[config.mk]
export PLATFORM = sky130hd
export DESIGN_NAME = neuraedge_host_bridge
export DESIGN_NICKNAME = d
export VERILOG_FILES = /design/src/rtl/neuraedge_noc_pkg.sv /design/src/rtl/noc_flit_fifo.sv /design/src/rtl/neuraedge_host_bridge.sv
export SDC_FILE = /design/constraint.sdc
export NUM_CORES = 1
export LEC_CHECK = 0
export CORE_MARGIN = 2
export CORE_UTILIZATION = 50
export DETAILED_ROUTE_END_ITERATION = 6
export PLACE_DENSITY_LB_ADDON = 0.25
export SYNTH_ARGS = -nofsm -noshare
export SYNTH_HDL_FRONTEND = slang
export SYNTH_SLANG_ARGS = --single-unit
[constraint.sdc]
create_clock -name clk -period 3.98 [get_ports clk]
set_clock_uncertainty 0.05 [all_clocks]
set_input_delay 0.796 -clock clk [delete_from_list [all_inputs] [get_ports clk]]
set_output_delay 0.796 -clock clk [all_outputs]
set_load 0.1 [all_outputs]
[src/rtl/neuraedge_noc_pkg.sv]
// Shared flit-type encoding, field offsets, bridge state enums and flit decode helpers.
// Latency: none (types and pure functions only).
// Backpressure: none.
package neuraedge_noc_pkg;

  typedef enum logic [1:0] {
    FT_BODY   = 2'b00,
    FT_HEAD   = 2'b01,
    FT_TAIL   = 2'b10,
    FT_SINGLE = 2'b11
  } flit_type_e;

  typedef enum logic {
    ING_IDLE,
    ING_LOCK
  } ing_state_e;

  typedef enum logic [1:0] {
    E_IDLE,
    E_FWD,
    E_DROP
  } egr_state_e;

  // Type field is flit[FLIT_W-1 -: 2]; channel ID starts at flit[FLIT_W-3].
  localparam int FT_LSB_OFS    = 2;
  localparam int CH_ID_MSB_OFS = 3;
  localparam int CH_ID_MAX_W   = 4;

  function automatic logic is_head(input logic [1:0] ft);
    return (ft == FT_HEAD) || (ft == FT_SINGLE);
  endfunction

  function automatic logic is_tail(input logic [1:0] ft);
    return (ft == FT_TAIL) || (ft == FT_SINGLE);
  endfunction

  // id_nib is the widest possible ID field; the real ID occupies its top id_w bits.
  function automatic logic [CH_ID_MAX_W-1:0] flit_ch_id(input logic [CH_ID_MAX_W-1:0] id_nib,
                                                        input int unsigned id_w);
    return id_nib >> (CH_ID_MAX_W - id_w);
  endfunction

endpackage

[src/rtl/noc_flit_fifo.sv]
// Synchronous flit FIFO with a DEPTH+1-range occupancy count.
// Latency: a pushed word is visible on dout the cycle after the push edge.
// Backpressure: full blocks push, empty blocks pop; simultaneous push/pop allowed.
module noc_flit_fifo #(
  parameter int WIDTH = 64,
  parameter int DEPTH = 4
) (
  input  logic             clk,
  input  logic             rst,
  input  logic             push,
  input  logic [WIDTH-1:0] din,
  input  logic             pop,
  output logic [WIDTH-1:0] dout,
  output logic             full,
  output logic             empty
);
  localparam int AW = $clog2(DEPTH);

  logic [WIDTH-1:0] mem [DEPTH];
  logic [AW-1:0]    wr_ptr;
  logic [AW-1:0]    rd_ptr;
  logic [AW:0]      count;
  logic             push_en;
  logic             pop_en;

  assign full    = (count == (AW+1)'(DEPTH));
  assign empty   = (count == '0);
  assign push_en = push && !full;
  assign pop_en  = pop && !empty;
  assign dout    = mem[rd_ptr];

  always_ff @(posedge clk) begin
    if (push_en) mem[wr_ptr] <= din;
  end

  always_ff @(posedge clk) begin
    if (rst) begin
      wr_ptr <= '0;
      rd_ptr <= '0;
      count  <= '0;
    end else begin
      if (push_en) wr_ptr <= wr_ptr + 1'b1;
      if (pop_en)  rd_ptr <= rd_ptr + 1'b1;
      case ({push_en, pop_en})
        2'b10:   count <= count + 1'b1;
        2'b01:   count <= count - 1'b1;
        default: ;
      endcase
    end
  end

endmodule

[src/rtl/neuraedge_host_bridge.sv]
// Multi-channel host<->mesh bridge: packet-atomic round-robin ingress, channel-ID demuxed egress.
// Latency: ingress 2 cycles from push into an idle empty FIFO; egress 1 cycle through the output register.
// Backpressure: ingress ready = FIFO not full; egress ready follows the destination's host_ready_in.
module neuraedge_host_bridge
  import neuraedge_noc_pkg::*;
#(
  parameter int NUM_CH     = 4,
  parameter int FLIT_W     = 64,
  parameter int FIFO_DEPTH = 4
) (
  input  logic                     clk,
  input  logic                     rst,
  input  logic [NUM_CH*FLIT_W-1:0] host_flit_in,
  input  logic [NUM_CH-1:0]        host_valid_in,
  output logic [NUM_CH-1:0]        host_ready_out,
  output logic [FLIT_W-1:0]        mesh_flit_out,
  output logic                     mesh_valid_out,
  input  logic                     mesh_ready_in,
  input  logic [FLIT_W-1:0]        mesh_flit_in,
  input  logic                     mesh_valid_in,
  output logic                     mesh_ready_out,
  output logic [FLIT_W-1:0]        host_flit_out,
  output logic [NUM_CH-1:0]        host_valid_out,
  input  logic [NUM_CH-1:0]        host_ready_in,
  input  logic                     err_clr,
  output logic [15:0]              err_cnt,
  output logic                     irq_err
);
  localparam int CH_ID_W = (NUM_CH > 2) ? $clog2(NUM_CH) : 1;

  logic [NUM_CH-1:0]  fifo_full;
  logic [NUM_CH-1:0]  fifo_empty;
  logic [NUM_CH-1:0]  fifo_push;
  logic [NUM_CH-1:0]  fifo_pop;
  logic [FLIT_W-1:0]  fifo_dout [NUM_CH];
  logic               mesh_xfer;
  ing_state_e         ing_state, ing_next;
  logic [CH_ID_W-1:0] grant, grant_next;
  logic [CH_ID_W-1:0] last_grant, last_grant_next;
  logic [CH_ID_W-1:0] rr_idx, rr_sel;
  logic               rr_vld;

  for (genvar i = 0; i < NUM_CH; i++) begin : g_ch
    assign fifo_push[i] = host_valid_in[i] && !fifo_full[i] && !rst;
    assign fifo_pop[i]  = mesh_xfer && (grant == CH_ID_W'(i));
    noc_flit_fifo #(.WIDTH(FLIT_W), .DEPTH(FIFO_DEPTH)) u_fifo (
      .clk   (clk),
      .rst   (rst),
      .push  (fifo_push[i]),
      .din   (host_flit_in[i*FLIT_W +: FLIT_W]),
      .pop   (fifo_pop[i]),
      .dout  (fifo_dout[i]),
      .full  (fifo_full[i]),
      .empty (fifo_empty[i])
    );
  end

  assign host_ready_out = rst ? '0 : ~fifo_full;
  assign mesh_valid_out = !rst && (ing_state == ING_LOCK) && !fifo_empty[grant];
  assign mesh_flit_out  = fifo_dout[grant];
  assign mesh_xfer      = mesh_valid_out && mesh_ready_in;

  always_ff @(posedge clk) begin
    if (rst) begin
      ing_state  <= ING_IDLE;
      grant      <= '0;
      last_grant <= CH_ID_W'(NUM_CH - 1);
    end else begin
      ing_state  <= ing_next;
      grant      <= grant_next;
      last_grant <= last_grant_next;
    end
  end

  always_comb begin
    ing_next        = ing_state;
    grant_next      = grant;
    last_grant_next = last_grant;
    rr_vld          = 1'b0;
    rr_sel          = '0;
    rr_idx          = '0;
    // Scan farthest-first so the nearest non-empty channel after last_grant wins.
    for (int k = NUM_CH; k >= 1; k--) begin
      rr_idx = CH_ID_W'((int'(last_grant) + k) % NUM_CH);
      if (!fifo_empty[rr_idx]) begin
        rr_vld = 1'b1;
        rr_sel = rr_idx;
      end
    end
    case (ing_state)
      ING_IDLE: begin
        if (rr_vld) begin
          grant_next = rr_sel;
          ing_next   = ING_LOCK;
        end
      end
      ING_LOCK: begin
        if (mesh_xfer && is_tail(mesh_flit_out[FLIT_W-FT_LSB_OFS +: 2])) begin
          ing_next        = ING_IDLE;
          last_grant_next = grant;
        end
      end
      default: ing_next = ING_IDLE;
    endcase
  end

  egr_state_e             e_state, e_next;
  logic [CH_ID_W-1:0]     dest;
  logic                   out_v;
  logic [FLIT_W-1:0]      out_flit;
  logic [1:0]             in_ft;
  logic [CH_ID_MAX_W-1:0] in_id;
  logic                   id_ok;
  logic                   mesh_acc;
  logic                   fwd;
  logic                   drop;
  logic                   latch_dest;

  assign in_ft          = mesh_flit_in[FLIT_W-FT_LSB_OFS +: 2];
  assign in_id          = flit_ch_id(mesh_flit_in[FLIT_W-CH_ID_MSB_OFS -: CH_ID_MAX_W], CH_ID_W);
  assign id_ok          = int'(in_id) < NUM_CH;
  assign mesh_ready_out = rst ? 1'b0 :
                          (e_state == E_DROP) ? 1'b1 : (!out_v || host_ready_in[dest]);
  assign mesh_acc       = mesh_valid_in && mesh_ready_out;
  assign host_valid_out = (out_v && !rst) ? (NUM_CH'(1) << dest) : '0;
  assign host_flit_out  = out_flit;

  always_comb begin
    e_next     = e_state;
    fwd        = 1'b0;
    drop       = 1'b0;
    latch_dest = 1'b0;
    if (mesh_acc) begin
      case (e_state)
        E_IDLE: begin
          if (is_head(in_ft) && id_ok) begin
            fwd        = 1'b1;
            latch_dest = 1'b1;
            if (!is_tail(in_ft)) e_next = E_FWD;
          end else begin
            // Bad-ID heads and orphan BODY/TAIL flits each count as one dropped packet.
            drop = 1'b1;
            if (is_head(in_ft) && !is_tail(in_ft)) e_next = E_DROP;
          end
        end
        E_FWD: begin
          fwd = 1'b1;
          if (is_tail(in_ft)) e_next = E_IDLE;
        end
        E_DROP: begin
          if (is_tail(in_ft)) e_next = E_IDLE;
        end
        default: e_next = E_IDLE;
      endcase
    end
  end

  always_ff @(posedge clk) begin
    if (rst) begin
      e_state <= E_IDLE;
      out_v   <= 1'b0;
      dest    <= '0;
    end else begin
      e_state <= e_next;
      if (fwd)                                out_v <= 1'b1;
      else if (out_v && host_ready_in[dest])  out_v <= 1'b0;
      if (latch_dest) dest <= in_id[CH_ID_W-1:0];
    end
  end

  always_ff @(posedge clk) begin
    if (fwd) out_flit <= mesh_flit_in;
  end

  always_ff @(posedge clk) begin
    if (rst) begin
      err_cnt <= '0;
      irq_err <= 1'b0;
    end else if (err_clr) begin
      err_cnt <= drop ? 16'd1 : 16'd0;
      irq_err <= drop;
    end else if (drop) begin
      if (err_cnt != 16'hFFFF) err_cnt <= err_cnt + 16'd1;
      irq_err <= 1'b1;
    end
  end

endmodule

# Word level (Yosys, flattened, before mapping)
# Memories as Yosys holds them, arrays and structs flattened. A register that Yosys moved wholly into a read port is not among the register bits.
# Index checks and enable logic that the tools add are counted.
# W data, S select, Z words.
# totals
reg_bits,119
mem_bits_rw,1024
elab_cells,218
mem_count,4
# mem_list
name,words,word_bits,rd,rd_clocked_by_memory_dff,wr,line,text
g_ch[0].u_fifo.mem,4,64,1,1,1,noc_flit_fifo.sv:19,logic [WIDTH-1:0] mem [DEPTH];
g_ch[1].u_fifo.mem,4,64,1,1,1,noc_flit_fifo.sv:19,
g_ch[2].u_fifo.mem,4,64,1,1,1,noc_flit_fifo.sv:19,
g_ch[3].u_fifo.mem,4,64,1,1,1,noc_flit_fifo.sv:19,
# op_classes
n_mux,71
reduce_logical,63
n_lt_le_gt_ge,8
addsub,21
n_eq_ne,26
bitwise,3
shifts,1
# ops
op,n
$bmux W64 S2,1
$mux W64,2
$mux W16,3
$mux W1,34
$mux W2,16
$logic_and A1 B1 Y1,29
$pmux W3 S2,4
$eq A2 B2 Y1 const B,11
$lt A2 B3 Y1 const B,7
$add A2 B1 Y2 const B,10
$add A16 B1 Y16 const B,1
$ne A16 B16 Y1 const B,1
$eq A2 B1 Y1 const B,7
$reduce_bool A2 Y1,7
$add A3 B1 Y3 const B,4
$bmux W1 S2,6
$eq A3 B3 Y1 const B,4
$logic_not A1 Y1,12
$logic_not A3 Y1,4
$sub A3 B1 Y3 const B,4
$mux W4,2
$ne A3 B3 Y1 const B,2
$reduce_and A2 Y1,3
$add A2 B2 Y2 const B,2
12 further kinds,17

# Longest topological paths before layout
# logic_depth
ltp_word,10
ltp_mapped,10
ltp_nobuf,10

# Cells and area by module
# From an unflattened synthesis, not the netlist that was laid out.
# hier_totals
cells_unflattened,1893
area_unflattened_um2,44206.1
# by_module_without_submodules
module,instances,seq_area_each_um2,cells_each,area_per_inst_um2
noc_flit_fifo,4,7867.5,388,9785.6
neuraedge_host_bridge,1,2462.4,341,5063.6

# Least setup slack after synthesis
# No wires, ideal clock.
# synth_timing
path_kind,input to register
from,in rst
to,mem g_ch[1].u_fifo.mem[0][0] (enable)
slack_ns,-0.884
arrival_time_ns,4.385
stages,3
t_required_ns,3.501
setup_ns,0.429
cell_sequence,clkbuf_1 > a31oi_1 > and3_1
# synth_via
elab_chain_len,5
# synth_rtl
element,line,text
"start, declared",neuraedge_host_bridge.sv:12,"input logic rst,"
$logic_not A1 Y1,neuraedge_host_bridge.sv:44,assign fifo_push[i] = host_valid_in[i] && !fifo_full[i] && !rst;
$logic_and A1 B1 Y1,neuraedge_host_bridge.sv:44,
$logic_and A1 B1 Y1,noc_flit_fifo.sv:28,assign push_en = push && !full;
$mux W1,noc_flit_fifo.sv:33,if (push_en) mem[wr_ptr] <= din;
$mux W1 (not written as such),noc_flit_fifo.sv:33,
"end, declared",noc_flit_fifo.sv:19,
# No other way between the ends.

==> impl_results.md <==
- Initial antenna violation count: 28
- Sequential cell area fraction in the yosys report: 0.779
- Top post-synthesis cells by count: edfxtp_1 (1088), mux4_2 (321), dfxtp_1 (63)
- Crit path DAT: between 2 and 3 ns
- Xor/xnor share of the synthesized area: 0.00402
- Max_slew headroom: 0.316
- TritonCTS clock tree: yes
- Compound-gate portion of the synthesized area: 0.0114
- Outcome: finished, violations left
- Routed WL: about 110000 µm
- CP Class: reg2out
- Max_cap viols: 0
- Fillers: 5786
- Synthesized flop and latch total: approximately 1200
- Die H: approximately 300 µm
- Site row count: approximately 110
- R2R cell count: 9
- 1st-iter DRT viols: 2135
- Crit path largest cell delay: 0.67 ns
- Post-DP HPWL: 68300 µm
- Worst setup path endpoint: mesh_flit_out[31]
- Static Leakage: around 17 nW
- DRT antenna net count: 0
- Sw Pwr: approximately 0.0067 W
- Post-synth top area share: 0.750
- Pwr Density: between 500 and 600 mW/mm²
- Maximum clock frequency: approximately 260 MHz
- VDD IR-drop max: 0.446 mV
- Flop pwr share: 0.505
- Cell taking the most area after synthesis: edfxtp_1
- Mapped Cells: ~1900
- Adder-Cell Fraction of Synth Area: 0.00873
- Initial Util: 0.504
- Number of synthesized flops with an enable pin: ~1100
- Sw Ratio: 0.246
- Routed via count: around 22000
- CP max FO: 17
- Combinational power share: 0.117
- DRC: 2
- Total placed cells including tap cells: between 3000 and 4000
- Final non-filler cell total: about 3700
- Syn_nets: about 2200
- Vias in the first global route: about 23000
- Setup tns final: 0 ns
- Clk Latency, worst-skew pair: 0.68 ns
- Ys async rst share: 0
- Largest net degree at the start of global routing: 65
- Crit-path slowest cell: dfxtp_4
- Post-Syn Area: 0.0436 mm²
- CP Cell Sequence: buf_4 > mux4_2 > mux4_2 > buf_4
- Flop2flop setup slack: 0.90 ns
- Grt total ovfl: 0
- Simple-Gate Fraction of Synth Area: 0.0185
- Final nets: roughly 2800
- WL/cell: between 20 and 30 µm
- CTS buffer count: around 110
- Total track usage: 0.245
- Hold_ws: between 0.4 and 0.5 ns
- Failing checks: design-rule violations
- Critical Path Sink Type: output pin
- Crit start category: flip-flop
- Slew @ Worst Pin: approximately 1.0 ns
- Mux contribution to synthesized area: 0.168
- First-pass GRT wire length: between 150000 and 200000 µm
- Yosys cell types: 54
- Top_reg_cell synth: edfxtp_1
- R2r endpoint: g_ch[2].u_fifo.count[2]$_SDFFE_PP0P_
- Cell internal pwr: 0.0206 W
- CP required: around 3.1 ns
- Worst r2r src: grant[1]$_SDFFE_PP0P_
- Worst hold path class: reg2reg
- Vias per cell: between 5 and 6
- Die width: about 300 µm
- CTS Sinks: ~1200
- DR pass1 iterations: 7
- IO Count: between 400 and 500
- RSZ-0062 raised after global routing: no
- Total power: 0.0273 W
- H-tree levels: 3
- Area growth syn-to-layout: 24.4%
- Layout cells sized above 1: 0.258
- Placed Area: slightly above 0.05 mm²
- Final Hold Viols: 0
- Top-count cell post-synth: edfxtp_1
- Port bufs: 487
- Synth warnings: 0
- Slew Viols, Final: 0
- Clock transition time at the flip-flop clock pins of the worst setup and hold paths: about 0.060 ns
- Crit path time final: ~3.8 ns
- Final worst path period share: 0.960
- Setup-failing EPs final: 0
- Area contributors post-synth: edfxtp_1 (75%), mux4_2 (17%), dfxtp_1 (2.9%)
- Largest family of logic cells by synthesized area: multiplexers
- Clock power share: 0.378
- Root Driver: clkbuf_16
- Design area: 0.0542 mm²
- Routability congestion estimate: approximately 0.92
- Clock buffer depth: 3
- Die area: 0.0895 mm²
- Syn_area_per_cell: 23.4 µm²
- Core Area: roughly 0.086 mm²
## worst min-delay path by stage
stage	startpoint	endpoint	slack [ns]	depth (start not counted)
3_3_place_gp	e_state[1]$_SDFFE_PP0P_	e_state[1]$_SDFFE_PP0P_	0.43	2
2_1_floorplan	e_state[1]$_SDFFE_PP0P_	e_state[1]$_SDFFE_PP0P_	0.42	2
3_5_place_dp	e_state[1]$_SDFFE_PP0P_	e_state[1]$_SDFFE_PP0P_	0.46	2
4_1_cts	e_state[1]$_SDFFE_PP0P_	e_state[1]$_SDFFE_PP0P_	0.47	2
5_1_grt	g_ch[3].u_fifo.count[2]$_SDFFE_PP0P_	g_ch[3].u_fifo.count[2]$_SDFFE_PP0P_	0.50	2
6_report	e_state[1]$_SDFFE_PP0P_	e_state[1]$_SDFFE_PP0P_	0.46	2
## critical path: cells and delay by family, from the launching register on
family                 cells  cell delay, ns
buffers and inverters      2            0.59
flip-flops                 1            0.67
multiplexers               2            1.02
## layout by cell type (no fill, tap or decap), types with 3 or more instances in the layout
| cell | count |
|---|---|
| a21oi_1 | 23 |
| a31oi_2 | 5 |
| and2_1 | 4 |
| and3_4 | 16 |
| and4_1 | 3 |
| buf_12 | 50 |
| buf_4 | 89 |
| bufinv_16 | 7 |
| clkbuf_1 | 37 |
| clkbuf_16 | 117 |
| clkdlybuf4s50_1 | 412 |
| clkinv_1 | 19 |
| clkinv_2 | 23 |
| clkinvlp_4 | 7 |
| dfxtp_1 | 53 |
| dfxtp_4 | 10 |
| diode_2 | 5 |
| edfxtp_1 | 1088 |
| fa_1 | 4 |
| ha_1 | 24 |
| inv_1 | 28 |
| mux2i_1 | 6 |
| mux4_2 | 321 |
| nand2_1 | 17 |
| nand2b_1 | 4 |
| nand3_1 | 11 |
| nor2_1 | 42 |
| nor2b_1 | 6 |
| nor3_1 | 11 |
| nor4_1 | 3 |
| o21ai_0 | 15 |
| o311ai_0 | 3 |
| o31ai_1 | 6 |
| o41ai_1 | 4 |
| or3_1 | 17 |
| or4_1 | 3 |
| xnor2_1 | 8 |
| xor2_1 | 12 |
## through the flow
stage	worst slack, ns	util
final	0.159	0.627
after global routing	0.0254	0.627
after CTS	0.0342	0.626
after detailed placement	0.698	0.585
after global placement	0.754	0.585
after floorplan	-0.149	-
## logic make-up after synthesis
| logic type | count (synthesis) |
|---|---|
| AO/OA/AOI/OAI | 73 |
| XOR/XNOR | 20 |
| adder cells (fa/ha/maj) | 28 |
| buffers and inverters | 112 |
| flip-flops | 1151 |
| multiplexers | 328 |
| AND/OR/NAND/NOR | 152 |
## layout make-up
cell class / count / area [µm²] / area share
sequential: 1151 / 34000 / 0.627
multi-input combinational: 601 / 9270 / 0.171
timing repair buffer: 552 / 5800 / 0.107
clock buffer: 155 / 3080 / 0.0568
tap: 1155 / 1450 / 0.0267
clock inverter: 60 / 520 / 0.00960
inverter: 28 / 105 / 0.00194
antenna: 5 / 12.5 / 0.000231
## layer usage
layer / vias up / part of all wire / track usage
li1: 9119 / - / -
met1: 11590 / 0.38 / 0.325
met2: 1068 / 0.50 / 0.407
met3: 187 / 0.093 / 0.0641
met4: 46 / 0.022 / 0.0643
met5: - / 0.0027 / 0
## sequential cells by signal, summed over array words and instances (netlist names), named ones only
name	cells
ing_state	1
grant	2
g_ch.u_fifo.rd_ptr	8
dest	2
g_ch.u_fifo.count	12
err_cnt	16
g_ch.u_fifo.wr_ptr	8
irq_err	1
e_state	2
host_flit_out	64
out_v	1
last_grant	2
g_ch.u_fifo.mem	1024
## power groups by stage
stage | sequential [W] | clock, W | combinational [W]
4_1_cts | 0.0138 | 0.0105 | 0.00321
2_1_floorplan | 0.0141 | 0 | 0.00188
3_5_place_dp | 0.0140 | 0 | 0.00320
6_report | 0.0138 | 0.0103 | 0.00320
3_3_place_gp | 0.0140 | 0 | 0.00316
5_1_grt | 0.0138 | 0.0109 | 0.00330
## what timing repair did
item,4_1_cts,5_1_grt
hold buffers,0,0
endpoints found under the setup margin,0,2
resized for setup,0,0
setup buffers,0,2
(Power assumes the default switching activity.)
